`src/rtl/pipes_diffsquare_ctrl.sv`:
```
// Serial front/back end for the diff-square pipe bank: packs operand pairs into
// lane vectors, pulses EN once the lanes have settled, then streams the results out.
module pipes_diffsquare_ctrl #(
  parameter int unsigned WIDTH  = 16,
  parameter int unsigned SETTLE = 4
) (
  input  logic                  CLK,
  input  logic                  RST_N,
  input  logic                  in_valid,
  output logic                  in_ready,
  input  logic [31:0]           in_a,
  input  logic [31:0]           in_b,
  output logic [32*WIDTH-1:0]   vals0,
  output logic [32*WIDTH-1:0]   vals1,
  output logic                  EN,
  input  logic [32*WIDTH-1:0]   pipeout,
  output logic                  out_valid,
  input  logic                  out_ready,
  output logic [31:0]           out_data,
  output logic                  out_last,
  output logic                  busy
);

  localparam int unsigned IW = (WIDTH > 1) ? $clog2(WIDTH) : 1;
  localparam int unsigned CW = (SETTLE > 1) ? $clog2(SETTLE) : 1;
  localparam logic [IW-1:0] LAST_IDX = IW'(WIDTH - 1);
  localparam logic [CW-1:0] LAST_CNT = CW'(SETTLE - 1);

  typedef enum logic [2:0] {
    S_LOAD,
    S_SETTLE,
    S_FIRE,
    S_CAPTURE,
    S_SEND
  } state_t;

  state_t              state, state_next;
  logic [IW-1:0]       idx, idx_next;
  logic [CW-1:0]       cnt, cnt_next;
  logic [32*WIDTH-1:0] result;

  always_comb begin
    state_next = state;
    idx_next   = idx;
    cnt_next   = cnt;
    unique case (state)
      S_LOAD: begin
        if (in_valid) begin
          if (idx == LAST_IDX) begin
            idx_next   = '0;
            state_next = S_SETTLE;
          end else begin
            idx_next = idx + 1'b1;
          end
        end
      end
      S_SETTLE: begin
        if (cnt == LAST_CNT) begin
          cnt_next   = '0;
          state_next = S_FIRE;
        end else begin
          cnt_next = cnt + 1'b1;
        end
      end
      S_FIRE:    state_next = S_CAPTURE;
      S_CAPTURE: state_next = S_SEND;
      S_SEND: begin
        if (out_ready) begin
          if (idx == LAST_IDX) begin
            idx_next   = '0;
            state_next = S_LOAD;
          end else begin
            idx_next = idx + 1'b1;
          end
        end
      end
      default:   state_next = S_LOAD;
    endcase
  end

  always_comb begin
    in_ready  = (state == S_LOAD);
    busy      = (state != S_LOAD);
    out_valid = (state == S_SEND);
    out_data  = out_valid ? result[32*idx +: 32] : '0;
    out_last  = out_valid && (idx == LAST_IDX);
  end

  // EN is registered from FIRE, so it is high exactly during CAPTURE and falls
  // on the same edge that samples pipeout.
  always_ff @(posedge CLK or negedge RST_N) begin
    if (!RST_N) begin
      state  <= S_LOAD;
      idx    <= '0;
      cnt    <= '0;
      EN     <= 1'b0;
      vals0  <= '0;
      vals1  <= '0;
      result <= '0;
    end else begin
      state <= state_next;
      idx   <= idx_next;
      cnt   <= cnt_next;
      EN    <= (state == S_FIRE);
      if (state == S_LOAD && in_valid) begin
        vals0[32*idx +: 32] <= in_a;
        vals1[32*idx +: 32] <= in_b;
      end
      if (state == S_CAPTURE) begin
        result <= pipeout;
      end
    end
  end

endmodule

```
`config.mk`:
```
export PLATFORM = sky130hd
export DESIGN_NAME = pipes_diffsquare_ctrl
export DESIGN_NICKNAME = d
export VERILOG_FILES = /design/src/rtl/pipes_diffsquare_ctrl.sv
export SDC_FILE = /design/constraint.sdc
export NUM_CORES = 2
export LEC_CHECK = 0
export ABC_AREA = 1
export CORE_AREA = 2 2 639 641
export DETAILED_ROUTE_END_ITERATION = 7
export DIE_AREA = 0 0 641 643
export GPL_ROUTABILITY_DRIVEN = 0
export SLEW_MARGIN = 20
export SYNTH_ARGS = -nofsm -noshare
export SYNTH_HDL_FRONTEND = slang
export SYNTH_SLANG_ARGS = --single-unit
```
`constraint.sdc`:
```
create_clock -name CLK -period 3.4 [get_ports CLK]
set_input_delay 0.34 -clock CLK [delete_from_list [all_inputs] [get_ports CLK]]
set_output_delay 0.34 -clock CLK [all_outputs]
set_load 0.02 [all_outputs]
```
# Yosys cells after proc, flatten, opt, wreduce, memory -nomap -nowiden
# Cells that the tools add are included.
[totals]
input_bits = 580
out_inout_bits = 1061
register_bits = 1546
wordCells = 46
[classes]
n_addsub = 3
n_eq_ne = 11
mux = 14
n_shift = 4
reduce_logical = 7
[op_table]
columns = ["cell", "n"]
rows = [
  ["bitwise mux 512 bit", 2],
  ["variable part select 32 x 34 -> 512 bit", 2],
  ["variable shift 32 x 34 -> 512 bit (first input constant)", 1],
  ["variable part select 512 x 10 -> 32 bit", 1],
  ["negation 9 -> 34 bit", 1],
  ["two-way mux 32 bit", 1],
  ["two-way mux 3 bit", 5],
  ["case mux 3 bit (5 select lines)", 1],
  ["two-way mux 4 bit", 3],
  ["case mux 4 bit (2 select lines)", 1],
  ["equality test 3 x 2 -> 1 bit (second input constant)", 2],
  ["!= test 2 x 1 -> 1 bit (second input constant)", 3],
  ["AND reduction 5 bit", 1],
  ["adder 4 x 1 -> 4 bit (second input constant)", 1],
  ["equality test 4 bit (second input constant)", 1],
  ["!= test 2 bit (second input constant)", 2],
  ["equality test 3 x 1 -> 1 bit (second input constant)", 1],
  ["equality test 3 bit (second input constant)", 1],
  ["logical NOT 3 bit", 1],
  ["AND reduction 3 bit", 1],
  ["nonzero test 3 bit", 1],
  ["adder 2 x 1 -> 2 bit (second input constant)", 1],
  ["equality test 2 bit (second input constant)", 1],
  ["logical AND 1 bit", 2],
  ["other kinds (2)", 2],
]

# Logic depth before layout (Yosys ltp)
[depth]
depth_word = 4
ltp_mapped = 17
mapped_depth_nobuf = 11

# Worst setup path after synthesis
# Ideal clock, no wire load.
[synth_path]
kind = "flip-flop to flip-flop"
startpoint = "register idx[1]"
endpoint = "register vals0[378]"
period_less_slack_ps = 2739
setup_time_ps = 66
path_stages_with_launch = 14
required_time_ps = 3334
arrival_time_ps = 2673
path_buffers = 6
path_slack_ps = 661
path_cell_list = "dfrtp_1 -> buf_2 -> inv_2 -> clkbuf_1 -> clkbuf_1 -> ha_1 -> inv_1 -> buf_2 -> buf_2 -> clkbuf_1 -> nand3_1 -> nor3_1 -> nand3_1 -> nand2_1"
[synth_between]
elab_chain_len = 3
word_cells_on_any_way = 4
cone_classes = "add/sub: 1; shift: 2; mux: 1"
[synth_lines]
columns = ["element", "line", "rtl"]
rows = [
  ["start: declaration", "38", "logic [IW-1:0] idx, idx_next;"],
  ["start signal: assignment", "102", "idx <= idx_next;"],
  ["negation 9 -> 34 bit (*)", "106", "vals0[32*idx +: 32] <= in_a;"],
  ["variable part select 32 x 34 -> 512 bit or variable shift 32 x 34 -> 512 bit (tied branches)", "106", ""],
  ["bitwise mux 512 bit (*)", "106", ""],
  ["end signal: indexed assignment", "106", ""],
  ["end: declaration", "13", "output logic [32*WIDTH-1:0] vals0,"],
]
# Mark *: on every way between the ends. The rest lies on a longest branch, timed or not.
# A chain may end at the register's enable or synchronous reset.

# Worst setup path in the final report
[layout_path]
startpoint = "register idx[0]"
endpoint = "output port out_data[22]"
[layout_between]
elab_chain_len = 2
[layout_lines]
columns = ["element", "line", "rtl"]
rows = [
  ["variable part select 512 x 10 -> 32 bit", "85", "out_data = out_valid ? result[32*idx +: 32] : '0;"],
  ["two-way mux 32 bit", "85", ""],
  ["end: declaration", "19", "output logic [31:0] out_data,"],
]
# No other way between the ends.

==> metrics <==
CTS sink count=1546; Layout fillers=43400; maximum fanout along the worst path=7; final design instance area without fill=around 110000 sq um; first-pass GRT wire length=624000 um; Wirelength per Cell=29.4 um; layout cells sized above 1=0.126; post-route insts no fill=16200; pre-CTS setup slack=-369 ps; reg2reg setup slack=50 ps; Tot GR Track Use=0.220; Routed Antenna Nets=0; Placed Cells=roughly 15000; post-synthesis net count=just over 9000; most frequent cells in the layout=nand2_1, clkdlybuf4s50_1, dfrtp_1; Slew Limit Headroom=0.314; setup ws final=between 15 and 20 ps; I/O pins=approximately 1600; Seq/Total Area, Yosys=0.544; Max Slew Vio Count=0; I/O Buffers=1640; Hold Fails Final Rpt=0; Synth Area per Inst=8.19 sq um; DP HPWL=approximately 360000 um; initial drt markers=around 7000; Cells after Synth=approximately 8700; total global routing overflow=0; DRC Markers=0; Min Clock Period, post-route=roughly 3400 ps; hold slack=65.6 ps; Max VDD drop=roughly 1100 uV; RSZ-0062 raised after global routing=yes; Detailed Routing Iterations Pass 1=6; Synth area leader=dfrtp_1; Yosys top cell area share=0.544; DP Area=about 95000 sq um; Area Growth Syn to Fin=51.8%; status=finished clean; Critical Path AT=3040 ps; core area=slightly above 400000 sq um; Starting Density=0.175; Worst setup EP type=output pin; pwr/cell area=958 nW/um^2; distinct cell type count after synthesis=27; TritonCTS clock tree=done; root buffer cell=clkbuf_16; final wirelength=475000 um; most common cell after layout, fill and taps aside=nand2_1; Leak Pwr=approximately 48 nW; setup TNS=0 ps; Hold/Removal Path Class=in2reg; Max Clk Rate=~300 MHz; Pwr Total=103 mW; vias per cell=4.48; Site Rows=between 200 and 250; #FFs+latches synth=1546; Ys Warns=0; final core occ=0.266; Worst-Skew Late Latency=about 950 ps; Tightest Pin Transition=1030 ps; TritonCTS buffer count=roughly 190; Crit Path Class=reg2out; initial antenna violation count=slightly above 80; largest net degree at the start of global routing=160; max-cap violations=0; final setup vio count=0; final clock skew=68.5 ps; Die ar.=around 400000 sq um; CP required=between 3000 and 4000 ps; height of the die=643 um; vias in the first global route=69800; Die X=641 um; worst-case clock buffer depth=4; via count=72300; largest cells by area after synthesis=dfrtp_1, nand2_1, nor2_1; synthesized area=71100 sq um; CTS H-tree depth=4; final cycle utilization of the critical path=0.994; CP startpoint kind=register; Layout Nets=11100; CTS clk-pin slew, worst paths=70 ps
==> state kept, by name (all words and copies together), names as in the netlist <==
| name | count |
|---|---|
| result | 512 |
| vals0 | 512 |
| vals1 | 512 |
| idx | 4 |
| state | 3 |
| cnt | 2 |
| EN | 1 |
==> power breakdown <==
| group | internal, mW | switching, mW | total, mW | leakage (nW) |
|---|---|---|---|---|
| clock | 12.9 | 9.24 | 22.2 | 3.27 |
| combinational | 17.2 | 35.9 | 53.1 | 24.2 |
| sequential | 24.3 | 3.76 | 28.1 | 20.2 |
| total | 54.5 | 48.9 | 103 | 47.7 |
==> per-layer routing <==
metal,track usage,share of wire,routed length [um]
met1,0.246,0.36,171000
met2,0.364,0.47,223000
met3,0.0578,0.085,40200
met4,0.154,0.084,39700
met5,0,0.00038,181
==> final timing paths <==
check,startpoint,end,depth (start not counted)
min in group asynchronous,RST_N,result[12]$_DFFE_PN0P_,2
max in group asynchronous,RST_N,vals1[376]$_DFFE_PN0P_,3
min,in_b[8],vals1[8]$_DFFE_PN0P_,3
min reg2reg,vals0[104]$_DFFE_PN0P_,vals0[104]$_DFFE_PN0P_,2
max reg2reg,idx[1]$_DFFE_PN0P_,vals0[444]$_DFFE_PN0P_,14
max,idx[0]$_DFFE_PN0P_,out_data[22],13
==> cell families (layout without fill, tap and decap cells) <==
| family | Yosys count | in the layout | share of synthesized area |
|---|---|---|---|
| multiplexers | 320 | 320 | 0.0507 |
| other | 0 | 65 | 0 |
| flip-flops | 1546 | 1546 | 0.544 |
| AO/OA/AOI/OAI | 843 | 843 | 0.0594 |
| AND/OR/NAND/NOR | 4934 | 4934 | 0.287 |
| XOR/XNOR | 2 | 2 | 0.000247 |
| buffers and inverters | 1023 | 3011 | 0.0572 |
| adder cells (fa/ha/maj) | 4 | 4 | 0.000704 |
==> final cells by class <==
class / instances / area, sq um / share of cell area
multi-input combinational: 6103 / 29500 / 0.274
clock inverter: 88 / 1200 / 0.0111
timing repair inverter: 4 / 85.1 / 0.000789
clock buffer: 261 / 5470 / 0.0507
inverter: 315 / 1280 / 0.0119
timing repair buffer: 2343 / 24600 / 0.229
sequential: 1546 / 38700 / 0.359
antenna: 65 / 163 / 0.00151
tap: 5428 / 6790 / 0.0630
==> cell usage after synthesis (all sizes together) <==
cell and count:
nand2 2613, dfrtp 1546, nor2 1112, o21ai 617
nand3 563, clkbuf 446, nor3 411, mux2 320
inv 314, buf 262, a21oi 226, nand4 202
nand3b 32, ha 4, xor2 2, clkinv 1
or2 1
==> what timing repair did <==
item	CTS	global route
pin swaps	30	56
hold buffers	329	0
endpoints found under the setup margin	483	89
gates resized for setup	337	137
buffers inserted	23	16
gates cloned	16	17
hold endpoints to repair	648	0
==> critical path: stages, from the launching register on <==
cell and delay [ps]:
dfrtp_4 470, buf_12 170, buf_16 170, buf_12 140, buf_4 130, nor2_1 40, nor2_1 80, nand2_1 70
nand2_2 90, nand2_2 60, nand2_2 90, clkinvlp_4 200, a21oi_4 260, buf_12 150
Power figures use the tool's default switching activity.
